## src/rtl/nios_oci_trace_monitor.sv

```systemverilog
// nios_oci_trace_monitor: multi-channel Nios II OCI DCT trace capture into one shared FWFT FIFO, with drain/done tracking.
// Ports: clk, reset_n (async active-low); dct_valid/dct_buffer/dct_count per-channel trace inputs;
// test_ending/test_has_ended drain control; rd_valid/rd_ready/rd_data/rd_cnt/rd_ch read port;
// ovf_count saturating drop counter; fifo_level occupancy; drain_busy/done state flags.
// Macro OCI_TRACE_TIMESTAMP_EN adds a 32-bit cycle counter and the rd_ts output.
module nios_oci_trace_monitor #(
  parameter int NUM_CH = 5,
  parameter int DATA_W = 30,
  parameter int CNT_W  = 4,
  parameter int DEPTH  = 16,
  parameter int OVF_W  = 16
) (
  input  logic                      clk,
  input  logic                      reset_n,
  input  logic [NUM_CH-1:0]         dct_valid,
  input  logic [NUM_CH*DATA_W-1:0]  dct_buffer,
  input  logic [NUM_CH*CNT_W-1:0]   dct_count,
  input  logic                      test_ending,
  input  logic                      test_has_ended,
  input  logic                      rd_ready,
  output logic                      rd_valid,
  output logic [DATA_W-1:0]         rd_data,
  output logic [CNT_W-1:0]          rd_cnt,
  output logic [2:0]                rd_ch,
  output logic [OVF_W-1:0]          ovf_count,
  output logic [$clog2(DEPTH):0]    fifo_level,
  output logic                      drain_busy,
`ifdef OCI_TRACE_TIMESTAMP_EN
  output logic                      done,
  output logic [31:0]               rd_ts
`else
  output logic                      done
`endif
);
  localparam int AW = $clog2(DEPTH);
  localparam logic [OVF_W-1:0] OVF_MAX = '1;
  typedef enum logic [1:0] {RUN, DRAIN, DONE} state_t;
  state_t state, state_nxt;
  logic [NUM_CH-1:0] hold_full, capture, grant;
  logic [DATA_W-1:0] hold_data [NUM_CH];
  logic [CNT_W-1:0]  hold_cnt  [NUM_CH];
  logic [2:0] rr_ptr, cand, grant_idx;
  logic grant_vld, push, pop, full;
  logic [3:0] n_drop;
  logic [OVF_W+3:0] ovf_sum;
  logic [AW-1:0] wr_ptr, rd_ptr;
  logic [AW:0] level;
  logic [DATA_W-1:0] mem_data [DEPTH];
  logic [CNT_W-1:0]  mem_cnt  [DEPTH];
  logic [2:0]        mem_ch   [DEPTH];

  assign full = level == (AW+1)'(DEPTH);
  assign rd_valid = level != '0 && !done;
  assign pop = rd_valid && rd_ready;
  // a full FIFO still accepts a word in the cycle its head is popped
  assign push = grant_vld && (!full || pop);
  assign fifo_level = level;
  assign rd_data = rd_valid ? mem_data[rd_ptr] : '0;
  assign rd_cnt = rd_valid ? mem_cnt[rd_ptr] : '0;
  assign rd_ch = rd_valid ? mem_ch[rd_ptr] : '0;
  assign state_nxt = (state == RUN && test_ending) ? DRAIN :
                     (state == DRAIN && test_has_ended && hold_full == '0 && level == '0) ? DONE : state;

  // round-robin: first occupied holding register scanning upward from rr_ptr
  always_comb begin
    grant_vld = 1'b0;
    grant_idx = '0;
    cand = '0;
    for (int k = 0; k < NUM_CH; k++) begin
      cand = 3'((int'(rr_ptr) + k) % NUM_CH);
      if (!grant_vld && hold_full[cand]) begin
        grant_vld = 1'b1;
        grant_idx = cand;
      end
    end
  end

  // a register being granted this cycle can take a new word, so that is not a drop
  always_comb begin
    grant = '0;
    capture = '0;
    n_drop = '0;
    for (int i = 0; i < NUM_CH; i++) begin
      grant[i] = push && grant_idx == 3'(i);
      capture[i] = state == RUN && dct_valid[i] && (!hold_full[i] || grant[i]);
      n_drop = n_drop + 4'(state == RUN && dct_valid[i] && hold_full[i] && !grant[i]);
    end
    ovf_sum = (OVF_W+4)'(ovf_count) + (OVF_W+4)'(n_drop);
  end

  always_ff @(posedge clk or negedge reset_n) begin
    if (!reset_n) begin
      state <= RUN;
      drain_busy <= 1'b0;
      done <= 1'b0;
      rr_ptr <= '0;
      ovf_count <= '0;
      hold_full <= '0;
      wr_ptr <= '0;
      rd_ptr <= '0;
      level <= '0;
      for (int i = 0; i < NUM_CH; i++) begin
        hold_data[i] <= '0;
        hold_cnt[i] <= '0;
      end
    end else begin
      state <= state_nxt;
      drain_busy <= state_nxt == DRAIN;
      done <= state_nxt == DONE;
      if (push) rr_ptr <= (grant_idx == 3'(NUM_CH-1)) ? '0 : grant_idx + 3'd1;
      ovf_count <= (ovf_sum > (OVF_W+4)'(OVF_MAX)) ? OVF_MAX : ovf_sum[OVF_W-1:0];
      for (int i = 0; i < NUM_CH; i++) begin
        if (capture[i]) begin
          hold_full[i] <= 1'b1;
          hold_data[i] <= dct_buffer[i*DATA_W +: DATA_W];
          hold_cnt[i] <= dct_count[i*CNT_W +: CNT_W];
        end else if (grant[i]) begin
          hold_full[i] <= 1'b0;
        end
      end
      if (push) wr_ptr <= wr_ptr + 1'b1;
      if (pop) rd_ptr <= rd_ptr + 1'b1;
      level <= level + (AW+1)'(push) - (AW+1)'(pop);
    end
  end

  always_ff @(posedge clk) begin
    if (push) begin
      mem_data[wr_ptr] <= hold_data[grant_idx];
      mem_cnt[wr_ptr] <= hold_cnt[grant_idx];
      mem_ch[wr_ptr] <= grant_idx;
    end
  end

`ifdef OCI_TRACE_TIMESTAMP_EN
  logic [31:0] ts_cnt;
  logic [31:0] hold_ts [NUM_CH];
  logic [31:0] mem_ts [DEPTH];

  always_ff @(posedge clk or negedge reset_n) begin
    if (!reset_n) begin
      ts_cnt <= '0;
      for (int i = 0; i < NUM_CH; i++) hold_ts[i] <= '0;
    end else begin
      ts_cnt <= ts_cnt + 32'd1;
      for (int i = 0; i < NUM_CH; i++) if (capture[i]) hold_ts[i] <= ts_cnt;
    end
  end

  always_ff @(posedge clk) begin
    if (push) mem_ts[wr_ptr] <= hold_ts[grant_idx];
  end

  assign rd_ts = rd_valid ? mem_ts[rd_ptr] : '0;
`endif
endmodule

```

## config.mk

```make
export PLATFORM = sky130hd
export DESIGN_NAME = nios_oci_trace_monitor
export DESIGN_NICKNAME = d
export VERILOG_FILES = /design/src/rtl/nios_oci_trace_monitor.sv
export SDC_FILE = /design/constraint.sdc
export NUM_CORES = 1
export LEC_CHECK = 0
export CAP_MARGIN = 20
export CORE_UTILIZATION = 51
export CTS_CLUSTER_SIZE = 24
export DETAILED_ROUTE_END_ITERATION = 16
export GPL_ROUTABILITY_DRIVEN = 1
export PLACE_DENSITY = 0.68
export SYNTH_ARGS = -nofsm -noshare
export SYNTH_HDL_FRONTEND = slang
export SYNTH_SLANG_ARGS = --single-unit
```

## constraint.sdc

```tcl
create_clock -name clk -period 10.4 [get_ports clk]
set_input_delay 2.08 -clock clk [delete_from_list [all_inputs] [get_ports clk]]
set_output_delay 2.08 -clock clk [all_outputs]
set_load 0.01 [all_outputs]
```

==> results.sh <==
export IMPL_die_h_um=268.8
export IMPL_critical_path_arrival_ns=9.24
export IMPL_antenna_found_initial=0
export IMPL_pre_cts_ws_ns=1.779
export IMPL_hold_path_end="rd_ptr[3]"
export IMPL_ios=241
export IMPL_fin_setup_tns_ns=0
export IMPL_synth_cell_types=81
export IMPL_peakVddDrop_v=0.0001164
export IMPL_yosys_warnings=0
export IMPL_swShare_pct=19.86
export IMPL_hold_buffers=0
export IMPL_cts_tree="yes"
export IMPL_h_tree_depth=3
export IMPL_grt_pass1_wl_mm=142.3
export IMPL_seqPwrFrac_pct=52.0
export IMPL_worstSetupEndpointType="flop"
export IMPL_hold_viol_final=0
export IMPL_clk_pin_slew_ns=0.06
export IMPL_dp_hpwl_mm=54.99
export IMPL_drt_iter0_drc=2390
export IMPL_gp_congestion=0.8209
export IMPL_tightest_slew_ns=1.136
export IMPL_initial_core_util_pct=51.67
export IMPL_reg2reg_slack_ns=1.71
export IMPL_layout_nets=2734
export IMPL_grt_pass1_vias=22781
export IMPL_remaining_drc_errors=0
export IMPL_async_flop_share_pct=26.28
export IMPL_worstPathMaxFanout=16
export IMPL_timing_final_ws_setup_ns=1.712
export IMPL_drv_slew=0
export IMPL_crit_type="reg2reg"
export IMPL_powerDensity_mw_per_mm2=152.8
export IMPL_clockBufferDepth=3
export IMPL_grt_total_usage_pct=26.48
export IMPL_period_needed_ns=8.688
export IMPL_worstHoldStart="rd_ptr[3]"
export IMPL_drtAntennaViolNets=0
export IMPL_ys_seq_area_share_pct=63.51
export IMPL_clock_skew_ns=0.02904
export IMPL_drv_cap=0
export IMPL_syn_cell_area_mm2=0.03631
export IMPL_fin_crit_sh_pct=83.54
export IMPL_leakagePower_uw=0.01622
export IMPL_whs_ns=0.4738
export IMPL_drive_gt1_share_pct=21.21
export IMPL_grt_ovfl_total=0
export IMPL_start_kind="flop"
export IMPL_dieArea_mm2=0.07226
export IMPL_relSlewSlack_pct=24.27
export IMPL_min_path_cells=1
export IMPL_fmax_ghz=0.1151
export IMPL_synth_top_area_cell="edfxtp_1"
export IMPL_synth_edf_count=592
export IMPL_power_switching_uw=1301
export IMPL_synth_seq_cells=803
export IMPL_cts_post_setup_buffers_inserted=0
export IMPL_area_growth_pct=18.07
export IMPL_wire_per_inst_um=26.76
export IMPL_cts_sinks=803
export IMPL_cts_resized=0
export IMPL_antennaDiodeCount=0
export IMPL_clk_insertion_delay_late_ns=0.64
export IMPL_p_clk_share_pct=46.4
export IMPL_numCtsBuffers=82
export IMPL_core_rowCount=97
export IMPL_dr_pass1_iters=6
export IMPL_place_area_mm2=0.03986
export IMPL_finalSetupViolCount=0
export IMPL_critPathRequiredTime_ns=10.95
export IMPL_stdcell_area_mm2=0.04286
export IMPL_synth_area_leaders="edfxtp_1 (49%), dfrtp_1 (15%), mux4_2 (12%), mux2_2 (1.9%), a41oi_1 (1.7%)"
export IMPL_r2r_start="rr_ptr[1]"
export IMPL_via_count=22765
export IMPL_syn_inst=2306
export IMPL_rsz0062_at_grt="false"
export IMPL_die_x_um=268.8
export IMPL_drt_wl_total_mm=94.18
export IMPL_reg2reg_to="ovf_count[1]"
export IMPL_r2r_cells=27
export IMPL_grt_max_degree=154
export IMPL_p_int_uw=5250
export IMPL_synth_ff_type="edfxtp_1"
export IMPL_worstHoldPathType="reg2reg"
export IMPL_root_buffer="clkbuf_16"
export IMPL_yosys_area_top_type_share_pct=48.96
export IMPL_core_area_mm2=0.07027
export IMPL_combPwrFrac_pct=1.6
export IMPL_status="complete, no violations"
export IMPL_port_buffers=240
export IMPL_drt_vias_per_instance=6.469
export IMPL_synth_nets=2528
export IMPL_syn_avg_cell_area_um2=15.74
power by group through the flow:
stage / Clock [uW] / Sequential, uW / Combinational, uW
2_1_floorplan: 0 / 3470 / 2.83
3_3_place_gp: 0 / 3470 / 105
3_5_place_dp: 0 / 3470 / 106
4_1_cts: 3080 / 3400 / 106
5_1_grt: 3200 / 3400 / 113
6_report: 3040 / 3400 / 107
synth_stat cells (all sizes together), types with 24 or more instances:
cell type  count
edfxtp       592
dfrtp        211
mux4         186
clkbuf       144
nand2        121
mux2         108
a21oi         87
o211ai        75
a31oi         74
a41oi         70
nor4          70
o21ai         52
buf           51
and2          48
mux2i         45
and3          42
nor3b         40
ha            37
o32ai         35
nor2          32
inv           24
registers in the layout, indices dropped and copies added (netlist names):
signal      count
wr_ptr          4
drain_busy      1
hold_data     150
fifo_level      5
mem_data      480
rd_ptr          4
ovf_count      16
done            1
mem_cnt        64
hold_cnt       20
state           2
mem_ch         48
hold_full       5
rr_ptr          3
worst max path at each step:
| stage | startpoint | end | slack (ns) |
|---|---|---|---|
| 2_1_floorplan | rr_ptr[0] | ovf_count[10] | 1.83 |
| 3_3_place_gp | rr_ptr[1] | ovf_count[8] | 2.10 |
| 3_5_place_dp | rr_ptr[1] | ovf_count[8] | 1.78 |
| 4_1_cts | rr_ptr[1] | ovf_count[1] | 1.76 |
| 5_1_grt | rr_ptr[1] | ovf_count[1] | 1.15 |
| 6_report | rr_ptr[1] | ovf_count[1] | 1.71 |
stage by stage:
step	instances	util [%]	power, uW
6_report	3519	61.00	6551
5_1_grt	3519	61.00	6713
4_1_cts	3503	60.68	6586
3_5_place_dp	3352	56.72	3576
3_3_place_gp	3350	56.68	3576
2_1_floorplan	2306	-	3473
kinds of logic after synthesis:
family,synth area share [%]
buffers and inverters,2.488
DFF,63.51
and+or+nand+nor,6.579
muxes,16.35
AOI/OAI and AO/OA,8.829
xor gates and xnor gates,0.6996
adders and majority gates,1.551
cell usage in the layout, fill, tap and decap left out, types with 70 or more instances in the layout:
cell type / count
a21oi_1: 85
a31oi_1: 73
a41oi_1: 70
clkbuf_16: 83
clkdlybuf4s50_1: 239
dfrtp_1: 206
edfxtp_1: 592
mux4_2: 186
nand2_1: 120
o211ai_1: 75
metal layers:
layer,global-route usage (%),part of all wire [%]
met5,0,0
met4,6.956,2.0
met3,4.110,8.2
met2,42.10,48
met1,38.35,41
area by class of cell:
type	count	area, um2
clock buffers	102	2148
flip-flops and latches	803	23070
fillers	5062	27410
well taps	940	1176
clock inverters	49	629.4
inverters	24	92.59
repair buffers	317	3133
multi-input cells	1284	12620
worst max-delay path, cell delays in order (launching register included):
cell	delay [ns]
dfrtp_1	0.68
inv_1	0.33
ha_1	0.68
inv_1	0.16
ha_1	0.26
or3b_1	0.35
o22ai_1	0.19
or2_2	0.19
ha_1	0.24
nand2b_1	0.13
a21oi_1	0.06
o41ai_2	0.76
a21oi_2	0.11
a211oi_1	0.56
a32o_1	0.71
nor3_4	0.05
a21oi_1	0.21
and2_1	0.17
fa_1	0.44
fa_1	0.55
ha_1	0.19
fa_1	0.23
a21o_1	0.15
nand4_1	0.18
nor2_1	0.18
nand2_1	0.10
or3_1	0.57
nand2b_1	0.15
No activity file was read; power rests on OpenSTA's default activity.
